==> src/rtl/mem_write_controller.sv <==
// mem_write_controller: round-robin arbiter of consumer write requests onto memory write channels
// Ports:
//   clk, reset (sync, active-low)
//   consumer_write_valid/address/data : per-consumer held requests (packed by consumer)
//   consumer_write_ready               : one-cycle completion pulse per consumer
//   mem_write_valid/address/data       : per-channel memory write requests (packed by channel)
//   mem_write_ready                    : per-channel memory acknowledge
module mem_write_controller #(
  parameter int NUM_CONSUMERS = 4,
  parameter int NUM_CHANNELS  = 2,
  parameter int ADDR_BITS     = 8,
  parameter int DATA_BITS     = 8
) (
  input  logic                              clk,
  input  logic                              reset,
  input  logic [NUM_CONSUMERS-1:0]          consumer_write_valid,
  input  logic [NUM_CONSUMERS*ADDR_BITS-1:0] consumer_write_address,
  input  logic [NUM_CONSUMERS*DATA_BITS-1:0] consumer_write_data,
  output logic [NUM_CONSUMERS-1:0]          consumer_write_ready,
  output logic [NUM_CHANNELS-1:0]           mem_write_valid,
  output logic [NUM_CHANNELS*ADDR_BITS-1:0] mem_write_address,
  output logic [NUM_CHANNELS*DATA_BITS-1:0] mem_write_data,
  input  logic [NUM_CHANNELS-1:0]           mem_write_ready
);
  localparam int CW = NUM_CONSUMERS > 1 ? $clog2(NUM_CONSUMERS) : 1;
  typedef enum logic [1:0] {IDLE, WRITE_WAITING, RELAYING, RELEASE} state_t;
  state_t                          state_q [NUM_CHANNELS];
  state_t                          state_d [NUM_CHANNELS];
  logic [CW-1:0]                   cur_q [NUM_CHANNELS];
  logic [CW-1:0]                   cur_d [NUM_CHANNELS];
  logic [NUM_CONSUMERS-1:0]        busy_q, busy_d, rdy_q, rdy_d, claim;
  logic [NUM_CHANNELS-1:0]         mv_q, mv_d;
  logic [NUM_CHANNELS*ADDR_BITS-1:0] ma_q, ma_d;
  logic [NUM_CHANNELS*DATA_BITS-1:0] md_q, md_d;
  logic [CW-1:0]                   rr_q, rr_d, sel, cand;
  logic                            found;
  always_comb begin
    state_d = state_q;
    cur_d   = cur_q;
    busy_d  = busy_q;
    rdy_d   = '0;
    mv_d    = mv_q;
    ma_d    = ma_q;
    md_d    = md_q;
    rr_d    = rr_q;
    claim   = busy_q;
    sel     = '0;
    cand    = '0;
    found   = 1'b0;
    for (int c = 0; c < NUM_CHANNELS; c++) begin
      case (state_q[c])
        IDLE: begin
          // claim accumulates grants of lower channels so each consumer is taken once per cycle
          found = 1'b0;
          sel   = '0;
          for (int k = 0; k < NUM_CONSUMERS; k++) begin
            cand = CW'((int'(rr_q) + k) % NUM_CONSUMERS);
            if (!found && consumer_write_valid[cand] && !claim[cand]) begin
              found = 1'b1;
              sel   = cand;
            end
          end
          if (found) begin
            claim[sel]                      = 1'b1;
            busy_d[sel]                     = 1'b1;
            cur_d[c]                        = sel;
            mv_d[c]                         = 1'b1;
            ma_d[c*ADDR_BITS +: ADDR_BITS]  = consumer_write_address[sel*ADDR_BITS +: ADDR_BITS];
            md_d[c*DATA_BITS +: DATA_BITS]  = consumer_write_data[sel*DATA_BITS +: DATA_BITS];
            // later channels grant later in scan order, so the last grant sets the pointer
            rr_d                            = CW'((int'(sel) + 1) % NUM_CONSUMERS);
            state_d[c]                      = WRITE_WAITING;
          end
        end
        WRITE_WAITING: begin
          if (mem_write_ready[c]) begin
            mv_d[c]          = 1'b0;
            rdy_d[cur_q[c]]  = 1'b1;
            state_d[c]       = RELAYING;
          end
        end
        RELAYING: state_d[c] = RELEASE;
        default: begin
          if (!consumer_write_valid[cur_q[c]]) begin
            busy_d[cur_q[c]] = 1'b0;
            state_d[c]       = IDLE;
          end
        end
      endcase
    end
  end
  always_ff @(posedge clk) begin
    if (!reset) begin
      state_q <= '{default: IDLE};
      cur_q   <= '{default: '0};
      busy_q  <= '0;
      rdy_q   <= '0;
      mv_q    <= '0;
      ma_q    <= '0;
      md_q    <= '0;
      rr_q    <= '0;
    end else begin
      state_q <= state_d;
      cur_q   <= cur_d;
      busy_q  <= busy_d;
      rdy_q   <= rdy_d;
      mv_q    <= mv_d;
      ma_q    <= ma_d;
      md_q    <= md_d;
      rr_q    <= rr_d;
    end
  end
  assign consumer_write_ready = rdy_q;
  assign mem_write_valid      = mv_q;
  assign mem_write_address    = ma_q;
  assign mem_write_data       = md_q;
endmodule

==> config.mk <==
export PLATFORM = sky130hd
export DESIGN_NAME = mem_write_controller
export DESIGN_NICKNAME = d
export VERILOG_FILES = /design/src/rtl/mem_write_controller.sv
export SDC_FILE = /design/constraint.sdc
export NUM_CORES = 1
export LEC_CHECK = 0
export CAP_MARGIN = 15
export CORE_MARGIN = 2
export CORE_UTILIZATION = 53
export CTS_CLUSTER_DIAMETER = 150
export DETAILED_ROUTE_END_ITERATION = 8
export GPL_ROUTABILITY_DRIVEN = 0
export GPL_TIMING_DRIVEN = 0
export PLACE_DENSITY = 0.95
export SLEW_MARGIN = 10
export SYNTH_ARGS = -nofsm -noshare
export SYNTH_HDL_FRONTEND = slang
export SYNTH_SLANG_ARGS = --single-unit
==> constraint.sdc <==
create_clock -name clk -period 7.9 [get_ports clk]
set_input_delay 0.79 -clock clk [delete_from_list [all_inputs] [get_ports clk]]
set_output_delay 0.79 -clock clk [all_outputs]
set_load 0.02 [all_outputs]
==> results by group, run 1 <==
Worst hold path
  – Hold Crit Class: flop to flop

Logic synthesis
  – Post-Synth Simple-Gate Area: 16.7%
  – Async SR Flop Fraction: 0%
  – Post-synth cell types: 63
  – Synth Instances: 485
  – Post-synth EDFFs: 0
  – Synth Warn #: 0
  – Avg Synthesized Cell Area: 8.42 sq um
  – Ys flop type: dfxtp_1
  – Compound-Gate Fraction of Synth Area: 31.5%
  – Adder-cell area share of the yosys netlist: 2.45%
  – Sequential share of the synthesized area: 25.5%
  – Synth Net Count: 565
  – Post-synthesis mux area share: 16.5%
  – Largest family of logic cells by synthesized area: compound AO/OA/AOI/OAI gates
  – Netlist Area Pre-Place: 4080 sq um
  – XOR/XNOR Fraction of Synth Area: 0.429%
  – Number of synthesized register bits: 52

Clocking
  – Sinks on Clock Net: 52
  – Worst skew pair latency: 0.32 ns
  – Inserted Clock Buffers: 5
  – CTS tree: yes
  – CTS Hold Buffers Added: 0
  – Root buffer cell: clkbuf_8
  – Postcts setup bufs: 0
  – Post-cts resize count: 0
  – Clk buf depth: 2
  – Clock Pin Slew Worst Setup and Hold Paths: 0.10 ns
  – H-Tree Depth: 2

Drt
  – Number of remaining DRC errors: 0
  – Iter 0 DRT Violations: 623
  – WL/cell: 21.0 um
  – Antenna viol nets, final: 0
  – Routed vias: 4989
  – Total Routed Length: 14800 um
  – Initial DRT Pass Iterations: 7
  – Vias/cell: 7.09

Critical path
  – Crit path capture type: flop
  – Capture point of the worst path: mem_write_address[9]$_SDFFE_PN0P_
  – Crit-path most repeated cell: a211oi_1
  – Worst path cell trace: clkdlybuf4s50_1, nor4bb_1, nor3_1, o211ai_1, a21oi_2, a31oi_1, o31a_1, mux2i_1, a211o_1, buf_4, buf_2, a211oi_1, a211oi_1
  – R2r setup slk: 3.49 ns
  – Number of cells on the critical path: 13
  – RR Endpoint: mem_write_data[13]$_SDFFE_PN0P_
  – R2R depth: 13
  – Worst Path Buf+Inv: 3
  – Startpoint Class: input pin
  – Req. time, crit path: 8.11 ns
  – Slowest CP cell: clkdlybuf4s50_1
  – Critical-path maximum fanout: 10
  – Max stage delay on crit path: 0.74 ns
  – Crit path kind: input pin to flop
  – Crit path max-delay family: compound AO/OA/AOI/OAI gates
  – Crit path arrival time: 5.35 ns
  – Critical path launch point: consumer_write_valid[0]
  – Reg2reg start: busy_q[3]$_SDFF_PN0_

Placement
  – I/O Buffers: 109
  – Placed cells: 696
  – DP Wirelength: 10400 um
  – Place WS: 2.65 ns

Floorplan
  – Initial Utilization: 53.7%
  – Number of core rows: 32
  – Number of I/O pins: 110
  – Core ar.: 7610 sq um
  – Die height: 91.8 um
  – Die ar.: 8420 sq um
  – Chip Width: 91.8 um

Outcome
  – Outcome: completed

Timing
  – Number of failing hold endpoints at the final stage: 0
  – Max-slew violation count: 0
  – Relative slew slack: 35.1%
  – Part of the cycle the worst path needs: 65.1%
  – Max Fclk: 195 MHz
  – Clk_skew: 0.0125 ns
  – Min cycle time layout: 5.14 ns
  – Setup_tns: 0 ns
  – Final setup vio count: 0
  – RSZ-0062 raised after global routing: false
  – Hold Slack: 0.475 ns
  – Final worst slack: 2.76 ns
  – Worst slew pin tran: 0.970 ns

Global route
  – First-pass GRT wire length: 23800 um
  – Total grt overflow: 0
  – Overall Global Routing Usage: 35.4%
  – Largest net degree at the start of global routing: 17
  – Initial antenna violation count: 0
  – Vias in the first global route: 4943

Final layout
  – Area grow syn2layout: 32.6%
  – Share of post-route cells with drive strength above 1: 8.14%
  – Fin cells: 704
  – Number of diodes: 0
  – Final #Nets: 681

Pwr
  – Worst vdd rail ir drop: 0.323 mV
  – LEAKAGE: 1.99 nW
  – Pwr dens: 501 nW/um^2

Flow run
  – Max Cap Violations: 0
==> placed cells by master (no fill, tap or decap), types with 5 or more instances in the layout <==
master	n
a211oi_1	33
dfxtp_1	52
nor3b_1	5
nor2b_1	12
o21ai_0	27
nand2b_1	9
a2111oi_0	16
nor2_1	20
nand3_1	8
mux4_2	21
o211ai_1	6
ha_1	8
a31oi_1	7
and2_1	6
clkbuf_8	5
a21oi_1	13
mux2i_1	20
clkdlybuf4s50_1	109
buf_2	10
inv_1	29
a21boi_0	21
nor3_1	6
nand2_1	58
clkbuf_1	24
==> cell type report <==
type                            instances  area, sq um
Sequential cell                        52         1040
Buffer                                 40          174
Inverter                               30          113
Clock buffer                            6         72.6
Multi-Input combinational cell        363         2760
Clock inverter                          2         38.8
Timing Repair Buffer                  109         1090
Fill cell                             542         2190
Tap cell                              102          128
==> worst min path at each step <==
stage	end	slack (ns)	depth (start not counted)	from
CTS	mem_write_data[6]$_SDFFE_PN0P_	0.48	2	mem_write_data[6]$_SDFFE_PN0P_
global placement	mem_write_address[4]$_SDFFE_PN0P_	0.45	2	mem_write_address[4]$_SDFFE_PN0P_
global route	mem_write_address[0]$_SDFFE_PN0P_	0.50	2	mem_write_address[0]$_SDFFE_PN0P_
finish	mem_write_address[3]$_SDFFE_PN0P_	0.47	2	mem_write_address[3]$_SDFFE_PN0P_
detailed placement	mem_write_data[6]$_SDFFE_PN0P_	0.46	2	mem_write_data[6]$_SDFFE_PN0P_
floorplan	state_q[2]$_SDFFE_PN0P_	0.48	2	state_q[2]$_SDFFE_PN0P_
==> where the power goes <==
group / total (mW) / internal, mW / switching [mW]
Sequential: 0.455 / 0.376 / 0.0785
Combinational: 2.06 / 0.803 / 1.26
Clock: 0.195 / 0.0960 / 0.0990
==> synth_stat cells, drive strengths merged, types with 2 or more instances <==
cell type   n  area, sq um
a311o       3         30.0
o311ai      5         43.8
nor2       20         75.1
a21oi      15         82.6
nand4       4         25.0
o32ai       3         33.8
a2111oi    16          140
nor3b       5         37.5
mux4       21          473
o211a       2         20.0
inv        30          113
a311oi      2         17.5
mux2i      20          200
a211o       3         26.3
buf        17         87.6
a22oi       4         30.0
a31oi       7         43.8
nor2b      12         75.1
o21ai      27          135
a21o        2         15.0
nand3       8         40.0
o31ai       2         15.0
dfxtp      52         1040
clkbuf     23         86.3
nor3        6         30.0
nand3b      3         22.5
nand2      58          218
o21a        2         15.0
o211ai      6         45.0
o22ai       3         18.8
a21boi     24          180
ha          8          100
o31a        2         17.5
nand2b     10         70.1
a211oi     34          268
o2111ai     3         26.3
and2        6         37.5
==> tightest hold or removal path: stages (launching register included) <==
cell      delay (ns)
dfxtp_1         0.32
nand2_1         0.05
a21boi_0        0.06
==> stage by stage <==
step	util (%)	total power, mW	area, sq um
finish	71.2	2.71	5410
global route	71.2	2.86	5410
CTS	71.2	2.63	5410
detailed placement	69.7	2.41	5300
global placement	69.7	2.33	5300
floorplan	-	1.81	4080
==> registers in the layout (all words and copies together) (netlist names) <==
signal and cells:
mem_write_address 16, mem_write_data 16, mem_write_valid 2, rr_q 2, consumer_write_ready 4, busy_q 4
cur_q 4, state_q 4
==> routing by layer <==
metal | wire, um | global-route usage (%) | vias to the layer above
li1 | - | - | 2078
met1 | 5090 | 42.0 | 2261
met2 | 6790 | 58.0 | 518
met3 | 1930 | 7.23 | 132
met4 | 976 | 23.1 | 0
met5 | 0 | 0 | -
==> kinds of logic after synthesis <==
| logic type | count (synthesis) |
|---|---|
| compound gates | 174 |
| simple gates | 138 |
| buf+inv | 70 |
| flops | 52 |
| mux | 41 |
| fa+ha+maj | 8 |
| xor+xnor | 2 |
No activity file was read; power rests on OpenSTA's default activity.
==> inputs of run 2 (changes only) <==
CORE_UTILIZATION = 50   (was 53)
PLACE_DENSITY = 0.91   (was 0.95)
clock period = 5 ns   (was 7.9 ns; I/O delays follow)
==> run 2 against run 1 <==
  * Critical path depth is 1 higher
  * Combinational power increased by 55%
  * Clock-buffer cell count is 1 lower
  * Total power up 54%
  * Register-to-register slack got worse by 2.7 ns
  * Clock skew is 0.0031 ns lower
  * Flip-flop and latch count unchanged
  * Highest routed layer unchanged
  * Clock power rose by 34%
  * Setup slack worse by 2.4 ns
  * Largest power group unchanged
==> results by group, run 2 (synthesis gave the netlist of run 1 again) <==
Outcome
  – Outcome: completed

Drt
  – Met3 WL: 1640 um (-15%)
  – Highest metal used: met4
  – Number of remaining DRC errors: 0 (unchanged)
  – Initial DRT Pass Iterations: 5 (-2)
  – Iter 0 DRT Violations: 472 (-24%)
  – Routed vias: 4718 (-5.4%)
  – Total Routed Length: 14100 um (-4.8%)
  – Vias/cell: 6.70 (-5.4%)
  – Antenna viol nets, final: 0 (unchanged)
  – WL/cell: 20.0 um (-4.8%)
  – Met1 wire length: 5170 um (+1.6%)
  – Met2 Wirelength: 6630 um (-2.4%)

Timing
  – Setup_tns: 0 ns (unchanged)
  – Part of the cycle the worst path needs: 92.8%
  – Number of failing hold endpoints at the final stage: 0 (unchanged)
  – Clk_skew: 0.00938 ns (-0.00314 ns)
  – RSZ-0062 raised after global routing: false
  – Min cycle time layout: 4.64 ns
  – Worst slew pin tran: 0.882 ns (-0.0876 ns)
  – Final setup vio count: 0 (unchanged)
  – Max-slew violation count: 0 (unchanged)
  – Max Fclk: 216 MHz
  – Relative slew slack: 41.0% (+5.9 points)
  – Final worst slack: 0.362 ns (-2.40 ns)

Floorplan
  – Core ar.: 7810 sq um (+2.6%)
  – Initial Utilization: 52.3% (-1.4 points)
  – Number of I/O pins: 110 (unchanged)
  – Number of core rows: 32 (unchanged)
  – Die height: 94.4 um (+2.8%)
  – Chip Width: 94.4 um (+2.8%)
  – Die ar.: 8910 sq um (+5.7%)

Critical path
  – Startpoint Class: input pin
  – Critical-path maximum fanout: 10 (unchanged)
  – Slowest CP cell: clkdlybuf4s50_1
  – Worst Path Buf+Inv: 4 (+1)
  – Crit path capture type: flop
  – Crit path arrival time: 4.87 ns (-0.48 ns)
  – Crit path kind: input pin to flop
  – Crit path max-delay family: compound AO/OA/AOI/OAI gates
  – Req. time, crit path: 5.23 ns (-2.88 ns)
  – Worst path cell trace: clkdlybuf4s50_1, nor2b_1, buf_2, a211oi_1, nor3_1, a211o_1, a31oi_1, o31a_1, mux2i_1, a211o_1, buf_4, buf_2, a211oi_1, a211oi_1
  – Crit-path most repeated cell: a211oi_1
  – Max stage delay on crit path: 0.63 ns (-0.11 ns)

Pwr
  – Sw Pwr: 2.21 mW (+54%)
  – Gate power share: 76.7% (+0.7 points)
  – Clock Power Share: 6.3% (-0.9 points)
  – LEAKAGE: 1.98 nW (-0.68%)
  – Worst vdd rail ir drop: 0.528 mV (+64%)
  – Sequential share of power: 17.1% (+0.3 points)
  – Pwr dens: 773 nW/um^2 (+54%)
  – Final Power: 4.17 mW (+54%)
  – Internal: 1.96 mW (+54%)
  – Sw Ratio: 52.9% (-0.057 points)

Flow run
  – Max Cap Violations: 0 (unchanged)

Clocking
  – CTS tree: yes
  – Worst skew pair latency: 0.32 ns (about the same)
  – Post-cts resize count: 0 (unchanged)
  – Clk buf depth: 2 (unchanged)
  – Postcts setup bufs: 0 (unchanged)
  – Inserted Clock Buffers: 5 (unchanged)
  – Root buffer cell: clkbuf_8
  – CTS Hold Buffers Added: 0 (unchanged)
  – Clock Pin Slew Worst Setup and Hold Paths: 0.11 ns (about the same)
  – Sinks on Clock Net: 52 (unchanged)
  – H-Tree Depth: 2 (unchanged)

Final layout
  – Number of diodes: 0 (unchanged)
  – Area grow syn2layout: 32.2%
  – Commonest non-fill, non-tap cell in the layout: clkdlybuf4s50_1
  – Final #Nets: 681 (unchanged)
  – Share of post-route cells with drive strength above 1: 8.31% (+0.17 points)
  – Commonest non-fill, non-tap cells in the layout: 109 x clkdlybuf4s50_1, 58 x nand2_1, 52 x dfxtp_1

Worst hold path
  – Hold Crit Class: flop to flop

Placement
  – Place WS: 0.212 ns (-2.44 ns)
  – I/O Buffers: 109 (unchanged)
  – DP Wirelength: 10400 um (+0.20%)

Global route
  – Overall Global Routing Usage: 32.5% (-2.9 points)
  – First-pass GRT wire length: 22900 um (-4.0%)
  – Initial antenna violation count: 0 (unchanged)
  – Total grt overflow: 0 (unchanged)
  – Vias in the first global route: 4845 (-2.0%)
  – Largest net degree at the start of global routing: 19 (+2)
## run 2: final cells by class
type	count	area, sq um
sequential	52	1040
fill	561	2410
buffer	40	174
clock buffer	5	68.8
tap	102	128
inverter	30	113
multi-input combinational	363	2760
clock inverter	3	26.3
timing repair buffer	109	1090
## run 2: worst reg2reg max path, cell delays in order (launching register included)
cell      delay, ns
dfxtp_1        0.49
mux4_2         0.60
nand2b_4       0.16
a21oi_2        0.07
a211o_1        0.38
a31oi_1        0.43
o31a_1         0.33
mux2i_1        0.60
a211o_1        0.20
buf_4          0.21
buf_2          0.28
a211oi_1       0.12
a211oi_1       0.28
## run 2: worst paths after layout
check | start | endpoint | slack [ns] | cells after the start
worst min-delay path | mem_write_data[6]$_SDFFE_PN0P_ | mem_write_data[6]$_SDFFE_PN0P_ | 0.47 | 2
worst min register to register | mem_write_data[6]$_SDFFE_PN0P_ | mem_write_data[6]$_SDFFE_PN0P_ | 0.47 | 2
worst max-delay path | consumer_write_valid[1] | mem_write_data[11]$_SDFFE_PN0P_ | 0.36 | 14
worst max register to register | rr_q[0]$_SDFF_PN0_ | mem_write_data[11]$_SDFFE_PN0P_ | 0.76 | 12
## run 2: layer usage
layer  up-vias  track usage, %
met4         0            18.0
met5         -               0
met3        72            6.94
li1       2076               -
met1      2208            39.6
met2       362            53.6
## run 2: power groups by stage
stage	Combinational, mW	Clock (mW)	Sequential [mW]
floorplan	2.02	0	0.843
global placement	3.00	0	0.705
detailed placement	3.09	0	0.711
CTS	3.11	0.259	0.705
global route	3.42	0.276	0.729
finish	3.20	0.261	0.713
## run 2: metrics by stage
step | cells | hold slack [ns] | util, % | cell area, sq um
after floorplan | 485 | 0.475 | - | 4080
after global placement | 696 | 0.449 | 67.9 | 5300
after detailed placement | 696 | 0.457 | 67.9 | 5300
after CTS | 704 | 0.469 | 69.1 | 5400
after global routing | 704 | 0.501 | 69.1 | 5400
final | 704 | 0.467 | 69.1 | 5400
==> RTL change (flow settings as in run 2) <==
Reset style: asynchronous (`reset`), changed in one clocked block.
--- a/src/rtl/mem_write_controller.sv
+++ b/src/rtl/mem_write_controller.sv
@@ -89,7 +89,7 @@
       endcase
     end
   end
-  always_ff @(posedge clk) begin
+  always_ff @(posedge clk or negedge reset) begin
     if (!reset) begin
       state_q <= '{default: IDLE};
       cur_q   <= '{default: '0};
Function: differs if reset is asserted again (counterexample within 4 cycles, from zero or initial values and one cycle with reset low); with reset held inactive, the same outputs for 4 cycles.
==> RTL change against run 2 <==
Maximum frequency shrank 3.3%; design area grew 1.8%; worst hold slack lost 0.33 ns; die area grew 1.2%; final cell count grew 2.4%; setup slack lost 0.16 ns; largest cell class unchanged; routed wire length shrank 1.0%; sequential share of layout area grew 4.4 points; sequential cell count is the same; area after synthesis grew 1.3%; synthesized cell count grew 2.5%.
Power is not shown: default switching activity piles up to over one toggle a cycle in this logic, so the estimate is an artifact.
==> RTL change: results (changes against run 2) <==
CTS
  – H-tree levels: 2 (unchanged)
  – Root Driver: clkbuf_8 (unchanged)
  – Clk_lat worst skew: 0.32 ns (about the same)
  – TritonCTS buffer count: 5 (unchanged)
  – Clk buf depth: 2 (unchanged)
  – Clk slew on worst S/H paths: 0.10 ns

Yosys
  – Register area share after synthesis: 31.5% (was 25.5%)
  – Synth unique cells: 67 (was 63)
  – Synth top area cells: dfrtp_1 31%, mux2i_1 10%, nand2_1 7.7% (was dfxtp_1 25%, mux4_2 12%, a211oi_1 6.1%)
  – Syn_nets: 577 (was 565)
  – FFs w/ async S/R, synth: 100% (was 0%)
  – Ys Warns: 0 (unchanged)
  – Synth top cells by count: 85 x nand2_1, 67 x nor2_1, 52 x dfrtp_1, 42 x mux2i_1, 40 x o21ai_0 (was 58 x nand2_1, 52 x dfxtp_1, 33 x a211oi_1, 29 x inv_1, 27 x o21ai_0)
  – Top FF cell, synth: dfrtp_1 (was dfxtp_1)
  – Cell count after synthesis: 497 (was 485)

Timing
  – Setup ws final: 0.203 ns (was 0.362 ns)
  – WHS: 0.133 ns (was 0.467 ns)
  – Slew of the pin with the lowest slew margin: 0.675 ns (was 0.882 ns)
  – Fin. max-slew vios: 0 (unchanged)
  – Worst clock skew: 0.0116 ns (was 0.00938 ns)
  – Hold Fails Final Rpt: 0 (unchanged)

Setup path
  – WP data arrival: 4.99 ns (was 4.87 ns)
  – Crit Path Class: in2reg (unchanged)
  – Worst R2R Setup Slack: 0.44 ns (was 0.76 ns)
  – Crit-path max FO: 10 (unchanged)
  – Slowest cell delay on critical path: 0.69 ns (was 0.63 ns)
  – CP delay by family, top: compound AO/OA/AOI/OAI gates (unchanged)
  – Slowest-stage cell, CP: clkdlybuf4s50_1 (unchanged)

GRT
  – Largest net degree at the start of global routing: 33 (was 19)
  – Initial antenna violation count: 0 (unchanged)
  – First-pass GRT wire length: 21,900 µm (was 22,900 µm)
  – GRT Total Usage: 31.1% (was 32.5%)

Run status
  – Status: finished clean (unchanged)

Layout
  – # fillers: 611 (was 561)
  – N_diodes: 0 (unchanged)
  – Fraction of layout cells with a size suffix above 1: 9.25% (was 8.31%)
  – Final layout net count: 695 (was 681)

Placement
  – Worst slack, placed: -0.263 ns (was 0.212 ns)
  – DP Cell Count: 712 (was 696)
  – DP Wirelength: 10,400 µm (about the same)
  – Placed inst area: 0.00537 mm² (was 0.00530 mm²)
  – I/O Buffers: 109 (unchanged)

Routing
  – Via density: 6.37 (was 6.70)
  – DRT Pass-1 Iters: 5 (unchanged)
  – Detailed router's first-iteration violation count: 443 (was 472)
  – Routed Antenna Nets: 0 (unchanged)
  – Routed WL: 13,900 µm (was 14,100 µm)
  – Via count: 4,594 (was 4,718)

Worst hold path
  – Hold WC Path Type: in2async (was reg2reg)
[RTL change: changes by cell type after synthesis, sizes merged, moves of 24 or more]
cell    change
dfxtp      -52
a21boi     -24
nand2      +27
dfrtp      +52
nor2       +47
a211oi     -31
[RTL change: path summary, 6_finish.rpt]
path | endpoint | start | cells after the start
max in group asynchronous | mem_write_data[6] | reset | 2
worst max-delay path | mem_write_data[13] | consumer_write_valid[3] | 15
worst max register to register | mem_write_data[13] | rr_q[0] | 15
worst min-delay path | consumer_write_ready[1] | reset | 1
worst min register to register | mem_write_address[3] | mem_write_address[3] | 2
min in group clk | mem_write_address[3] | mem_write_address[3] | 2
[RTL change: repair_timing]
action,4_1_cts,5_1_grt
setup endpoints to repair,0,23
buffers inserted,0,1
gates resized for setup,0,8
[RTL change: final cells by class]
cell class / instances / area (µm²) / share of cell area [%]
Buffer: 37 / 221 / 4.03
Clock buffer: 6 / 82.6 / 1.50
Clock inverter: 2 / 13.8 / 0.250
Timing Repair Buffer: 111 / 1110 / 20.3
Inverter: 9 / 33.8 / 0.615
Sequential cell: 52 / 1300 / 23.7
Tap cell: 105 / 131 / 2.39
Multi-Input combinational cell: 399 / 2600 / 47.3
[RTL change: logic make-up after synthesis]
group / synth area share (%)
AND/OR/NAND/NOR: 23.5
multiplexers: 14.0
buffers and inverters: 6.11
adder cells (fa/ha/maj): 2.42
XOR/XNOR: 0.424
AO/OA/AOI/OAI: 22.1
flip-flops: 31.5
[RTL change: layer usage]
layer	part of all wire, %	track usage, %	routed length, µm	vias to the layer above
met5	0	0	0	-
met4	3.5	14.7	485	0
met3	11	5.43	1510	46
met2	49	53.4	6840	329
met1	37	37.8	5110	2191
li1	-	-	-	2028
